### config.mk
export PLATFORM = sky130hd
export DESIGN_NAME = gen_ce_multi
export DESIGN_NICKNAME = d
export VERILOG_FILES = /design/src/rtl/gen_ce_multi.sv
export SDC_FILE = /design/constraint.sdc
export NUM_CORES = 1
export LEC_CHECK = 0
export BUFFER_PORTS_ARGS = -buffer_cell sky130_fd_sc_hd__clkbuf_2
export CORE_ASPECT_RATIO = 0.75
export CORE_UTILIZATION = 30
export DETAILED_ROUTE_END_ITERATION = 7
export GPL_TIMING_DRIVEN = 0
export RECOVER_POWER = 100
export SLEW_MARGIN = 20
export SYNTH_ARGS = -nofsm -noshare
export SYNTH_HDL_FRONTEND = slang
export SYNTH_SLANG_ARGS = --single-unit
### constraint.sdc
create_clock -name clk -period 6.8 [get_ports clk]
set_input_delay 0.34 -clock clk [delete_from_list [all_inputs] [get_ports clk]]
set_output_delay 0.34 -clock clk [all_outputs]
set_load 0.01 [all_outputs]
### src/rtl/gen_ce_multi.sv
// Multi-channel clock-enable generator: one shared prescaler plus NCH programmable tick channels.
// Defining GEN_CE_TGL_EN adds the per-channel toggle output tgl.
module gen_ce_multi #(
    parameter int F_CLK  = 50000000,
    parameter int F_BASE = 1000,
    parameter int NCH    = 4,
    parameter int W      = 16
) (
    input  logic              clk,
    input  logic              rst,
    input  logic              en,
    input  logic [NCH-1:0]    ld,
    input  logic [NCH*W-1:0]  period,
    input  logic [NCH-1:0]    oneshot,
    output logic              ce_base,
    output logic [NCH-1:0]    ce,
    output logic [NCH-1:0]    busy
`ifdef GEN_CE_TGL_EN
    ,
    output logic [NCH-1:0]    tgl
`endif
);

    localparam int DIV = F_CLK / F_BASE;
    localparam logic [31:0]  PRE_LOAD = 32'(DIV - 1);
    localparam logic [W-1:0] ONE      = W'(1);

    logic [31:0]    pre;
    logic [W-1:0]   cnt [NCH];
    logic [W-1:0]   per [NCH];
    logic [NCH-1:0] mode;

    always_ff @(posedge clk or posedge rst) begin
        if (rst) begin
            pre <= PRE_LOAD;
        end else if (en) begin
            if (pre == 32'd0) begin
                pre <= PRE_LOAD;
            end else begin
                pre <= pre - 32'd1;
            end
        end
    end

    assign ce_base = (pre == 32'd0) & en;

    // A load always beats a coincident base tick; a zero period parks the channel.
    always_ff @(posedge clk or posedge rst) begin
        if (rst) begin
            for (int i = 0; i < NCH; i++) begin
                cnt[i] <= '0;
                per[i] <= '0;
            end
            mode <= '0;
            busy <= '0;
            ce   <= '0;
`ifdef GEN_CE_TGL_EN
            tgl  <= '0;
`endif
        end else begin
            for (int i = 0; i < NCH; i++) begin
                ce[i] <= 1'b0;
                if (ld[i]) begin
                    if (period[i*W +: W] != '0) begin
                        per[i]  <= period[i*W +: W];
                        mode[i] <= oneshot[i];
                        cnt[i]  <= period[i*W +: W] - ONE;
                        busy[i] <= 1'b1;
                    end else begin
                        busy[i] <= 1'b0;
                    end
                end else if (ce_base && busy[i]) begin
                    if (cnt[i] != '0) begin
                        cnt[i] <= cnt[i] - ONE;
                    end else begin
                        ce[i] <= 1'b1;
`ifdef GEN_CE_TGL_EN
                        tgl[i] <= ~tgl[i];
`endif
                        if (mode[i]) begin
                            busy[i] <= 1'b0;
                        end else begin
                            cnt[i] <= per[i] - ONE;
                        end
                    end
                end
            end
        end
    end

endmodule

==> Yosys cells after proc, flatten, opt, wreduce, memory -nomap -nowiden <==
Index checks and enable logic that the tools add are counted.
{ "word_totals": {"input_bits": 75, "wordCells": 130, "regBits": 172, "output_inout_bits": 9} }
{ "op_classes": {"bitwise_logic": 1, "reduce_logical": 33, "muxes": 53, "addsub": 13, "eq_ne": 12} }
{ "ops": {"columns": ["op", "n"], "rows": [
  ["$mux W16", 20],
  ["$sub A16 B1 Y16 const B", 12],
  ["$reduce_bool A16 Y1", 8],
  ["$logic_not A32 Y1", 1],
  ["$mux W1", 32],
  ["$mux W32", 1],
  ["$sub A32 B1 Y32 const B", 1],
  ["$reduce_and A3 Y1", 8],
  ["$reduce_bool A2 Y1", 8],
  ["$ne A3 B2 Y1 const B", 4],
  ["$ne A2 B1 Y1 const B", 4],
  ["$ne A2 B2 Y1 const B", 4],
  ["$reduce_and A2 Y1", 4],
  ["$logic_and A1 B1 Y1", 4],
  ["$and A1 B1 Y1", 1]
]} }

==> Longest topological paths before layout <==
{ "logic_depth": {"depth_word": 5, "depth_mapped": 13} }

==> Worst setup path after synthesis <==
Ideal clock, no wire load.
{ "synth_path": {"path_type": "input port to flip-flop", "from": "in ld[0]", "to": "reg cnt[62] (netlist name)", "path_stages": 11, "required_time_ns": 6.718, "t_arrival_ns": 2.743, "slack_ns": 3.975, "path_buffers": 4, "setup_time_ns": 0.082, "path_cell_list": "buf_4 buf_2 buf_1 clkbuf_1 nor2_1 a21oi_1 ha_1 a21boi_1 nand2_1 or4_1 a31oi_1"} }
{ "synth_between": {"elab_chain_cells": 2} }
{ "synth_rtl": {"columns": ["item", "line", "source"], "rows": [
  ["from (decl)", "12", "input logic [NCH-1:0] ld,"],
  ["$ne A3 B2 Y1 (no line) (tied with other cells)", null, null],
  ["$reduce_and A3 Y1 (no line)", null, null],
  ["to (signal, indexed assignment)", "67", "cnt[i] <= period[i*W +: W] - ONE;"],
  ["to (signal, indexed assignment)", "74", "cnt[i] <= cnt[i] - ONE;"],
  ["to (signal, indexed assignment)", "83", "cnt[i] <= per[i] - ONE;"],
  ["to (decl)", "29", "logic [W-1:0] cnt [NCH];"]
]} }
Several ways; a longest one is shown, not always the timed one.
A chain may end at the register's enable or synchronous reset.

==> Final worst setup path <==
{ "layout_path": {"from": "reg pre[11]", "to": "out ce_base"} }
{ "layout_between": {"elab_chain_cells": 2} }
{ "layout_rtl": {"columns": ["item", "line", "source"], "rows": [
  ["from (decl)", "28", "logic [31:0] pre;"],
  ["from (signal assigned)", "40", "pre <= pre - 32'd1;"],
  ["$logic_not A32 Y1", "45", "assign ce_base = (pre == 32'd0) & en;"],
  ["$and A1 B1 Y1", "45", null],
  ["to (decl)", "15", "output logic ce_base,"]
]} }
No other way between the ends.

==> impl_metrics.ini <==
[die]
fp.coreArea_um2 = 31250
fp-row-count = 56
ioPinCount = 84
die_area_um2 = 32500
dieHeight_um = 156.4
start_util = 0.3051
die_x_um = 207.9

[worst_hold_path]
min_path_type = input port to flop
min_path_cells = 3

[clock_network]
clock_latency_ps = 450
cts-resized-gates = 0
postCtsSetupRepairBufs = 0
clk_pin_slew_ps = 70
cts_tree = yes
clock_sinks = 172
clockBufferDepth = 2
cts_max_level = 4
cts-buffers-inserted = 17
root_buffer = clkbuf_16

[synthesis]
avgSynthCellArea_um2 = 8.652
async_reset_ff_frac = 1.000
synth_warnings = 0
synth_nets = 1182
synth_top_area_share = 0.4278
synth_top_area_cell = dfrtp_1
synth_area_leaders = dfrtp_1, nand2_1, nor2_1
synth_cells = 1102
yosysMostFrequentCell = nand2_1
synth_edf_count = 0
synth-main-ff-cell = dfrtp_1
synthTopCellsByCount = nand2_1, dfrtp_1, nor2_1, o21ai_0, a21oi_1
synth_cell_type_count = 78
seq_area_frac_synth = 0.4526
syn_area_um2 = 9534
synth_seq_cells = 172

[global_route]
grt_pass1_wl_mm = 43.61
grt_pass1_vias = 8017
antenna_found_initial = 0
grt_max_degree = 95
grt_usage = 0.1688
overflow = 0

[final_layout]
num-fill-cells = 3259
final_area_um2 = 11020
layout.nets = 1285
post-route-util = 0.3527
area_growth_pct = 15.62
final_layout_size_suffix_gt1_frac = 0.1289
antenna_cells = 0

[critical_path]
reg2regPathDepth = 10
cp_max_fo = 10
r2r_end = cnt[4]
startpoint_type = flop
critPathArrivalTime_ps = 4170
worstSetupStartpoint = pre[11]
cp.required_ps = 6460
end_kind = output pin
path_class = flop to output pin
critPathCapture = ce_base
r2r_start = pre[11]
r2r_slack_ps = 2300

[drt]
routed.top_layer = met4
num_vias = 8599
drtPass1Iterations = 5
wl_per_cell_um = 16.55
route.detailed.drc = 0
viasPerCell = 5.295
route.antenna.remaining_nets = 0
drtIter0Drc = 624
wl_met1_mm = 13.97
route.met2.wl_mm = 11.15
drt_wl_total_mm = 26.89
wl_met3_mm = 1.453

[timing]
hold_viol = 0
period_needed_ps = 4507
fin_ws_ps = 2293
skew_ps = 13.35
whs_ps = 104.3
rsz0062_at_grt = false
slew_viol_final = 79
relSlewSlack = -1.539
fmaxAchievable_mhz = 221.9
timing.final.crit_share = 0.6628
setup_violations = 0
worst-slew-pin-transition_ps = 3787

[place]
gp_congestion = 0.8926
preCtsSetupSlack_ps = 3155
dpl_cell_area_um2 = 10490
port_buffers = 82
post-dp-hpwl_mm = 19.21

[job]
cap_viol_max_count = 1

[power_and_ir_drop]
p_total_mw = 2.889
vdd_drop_max_v = 0.0001709
powerDensity_nw_per_um2 = 262.1
leakagePower_nw = 4.698

[run_status]
violations = capacitance limit, slew limit
status = finished with violations
worst min path at each step:
stage	from	endpoint
finish	oneshot[2]	mode[2]
global route	period[6]	per[54]
CTS	oneshot[2]	mode[2]
detailed placement	per[47]	per[47]
global placement	per[47]	per[47]
floorplan	per[14]	per[14]
sequential cells by signal, indices dropped and copies added, names as in the netlist:
register and flops:
busy 4, ce 4, cnt 64, pre 32
mode 4, per 64
metal layers:
metal  vias to the layer above  GRT usage
met5                         -          0
met4                         0    0.04656
met3                        30    0.03030
met2                       251     0.2413
met1                      4170     0.2565
li1                       4148          -
worst max-delay path, cell delays in order (launching register included):
cell and delay, ps:
dfrtp_1 400, or4_1 590, nor4_2 240, nand4_1 570
inv_1 560, clkbuf_1 610, clkbuf_1 490, clkbuf_1 250
metrics by stage:
step	setup TNS (ps)	cells
floorplan	0	1102
global placement	-98380	1590
detailed placement	0	1591
CTS	0	1624
global route	0	1624
finish	0	1624
power breakdown:
group / internal (mW) / switching [mW] / total (mW)
combinational: 0.231 / 0.320 / 0.550
sequential: 1.19 / 0.144 / 1.33
clock: 0.528 / 0.477 / 1.00
repair_timing:
action,CTS,global route
setup endpoints to repair,0,0
hold endpoints to repair,20,0
hold buffers,1,0
cell families (layout without fill, tap and decap cells):
family,Yosys count,in the layout,synth area share
and+or+nand+nor,519,519,0.2587
AOI/OAI and AO/OA,253,253,0.1717
DFF,172,172,0.4526
buffers and inverters,72,188,0.03176
xor gates and xnor gates,64,64,0.05879
muxes,17,17,0.01995
adders and majority gates,5,5,0.006562
cells in the final DEF (no fill, tap or decap), types with 6 or more instances in the layout:
| cell type | netlist | final |
|---|---|---|
| clkbuf_16 | 0 | 17 |
| clkbuf_2 | 0 | 67 |
| o21ai_0 | 68 | 70 |
| nand2_1 | 245 | 245 |
| and3_1 | 9 | 9 |
| clkbuf_1 | 33 | 55 |
| nand4_1 | 5 | 6 |
| inv_6 | 0 | 7 |
| a31oi_1 | 22 | 22 |
| nor4_1 | 33 | 34 |
| mux2_2 | 16 | 16 |
| or4_1 | 13 | 13 |
| dfstp_2 | 9 | 9 |
| nor2_1 | 92 | 92 |
| a21oi_1 | 63 | 63 |
| o22ai_1 | 6 | 6 |
| nand3_1 | 16 | 16 |
| o21a_1 | 10 | 10 |
| o311a_1 | 8 | 8 |
| xnor2_1 | 35 | 35 |
| nor2b_1 | 8 | 8 |
| inv_1 | 21 | 21 |
| and2_1 | 6 | 6 |
| dfrtp_1 | 163 | 163 |
| xor2_1 | 29 | 29 |
| and4_1 | 9 | 9 |
| nor3_1 | 40 | 40 |
| or3_1 | 11 | 11 |
| a22o_1 | 12 | 12 |
final cells by class:
type	count	area, µm²	area share
Clock inverter	14	143.9	0.01305
Multi-Input combinational cell	858	4895	0.4440
Clock buffer	18	439.2	0.03984
Tap cell	406	508.0	0.04608
Sequential cell	172	4315	0.3915
Buffer	50	209.0	0.01896
Timing Repair Buffer	84	429.2	0.03893
Inverter	22	83.83	0.007605
Power figures use the tool's default switching activity.
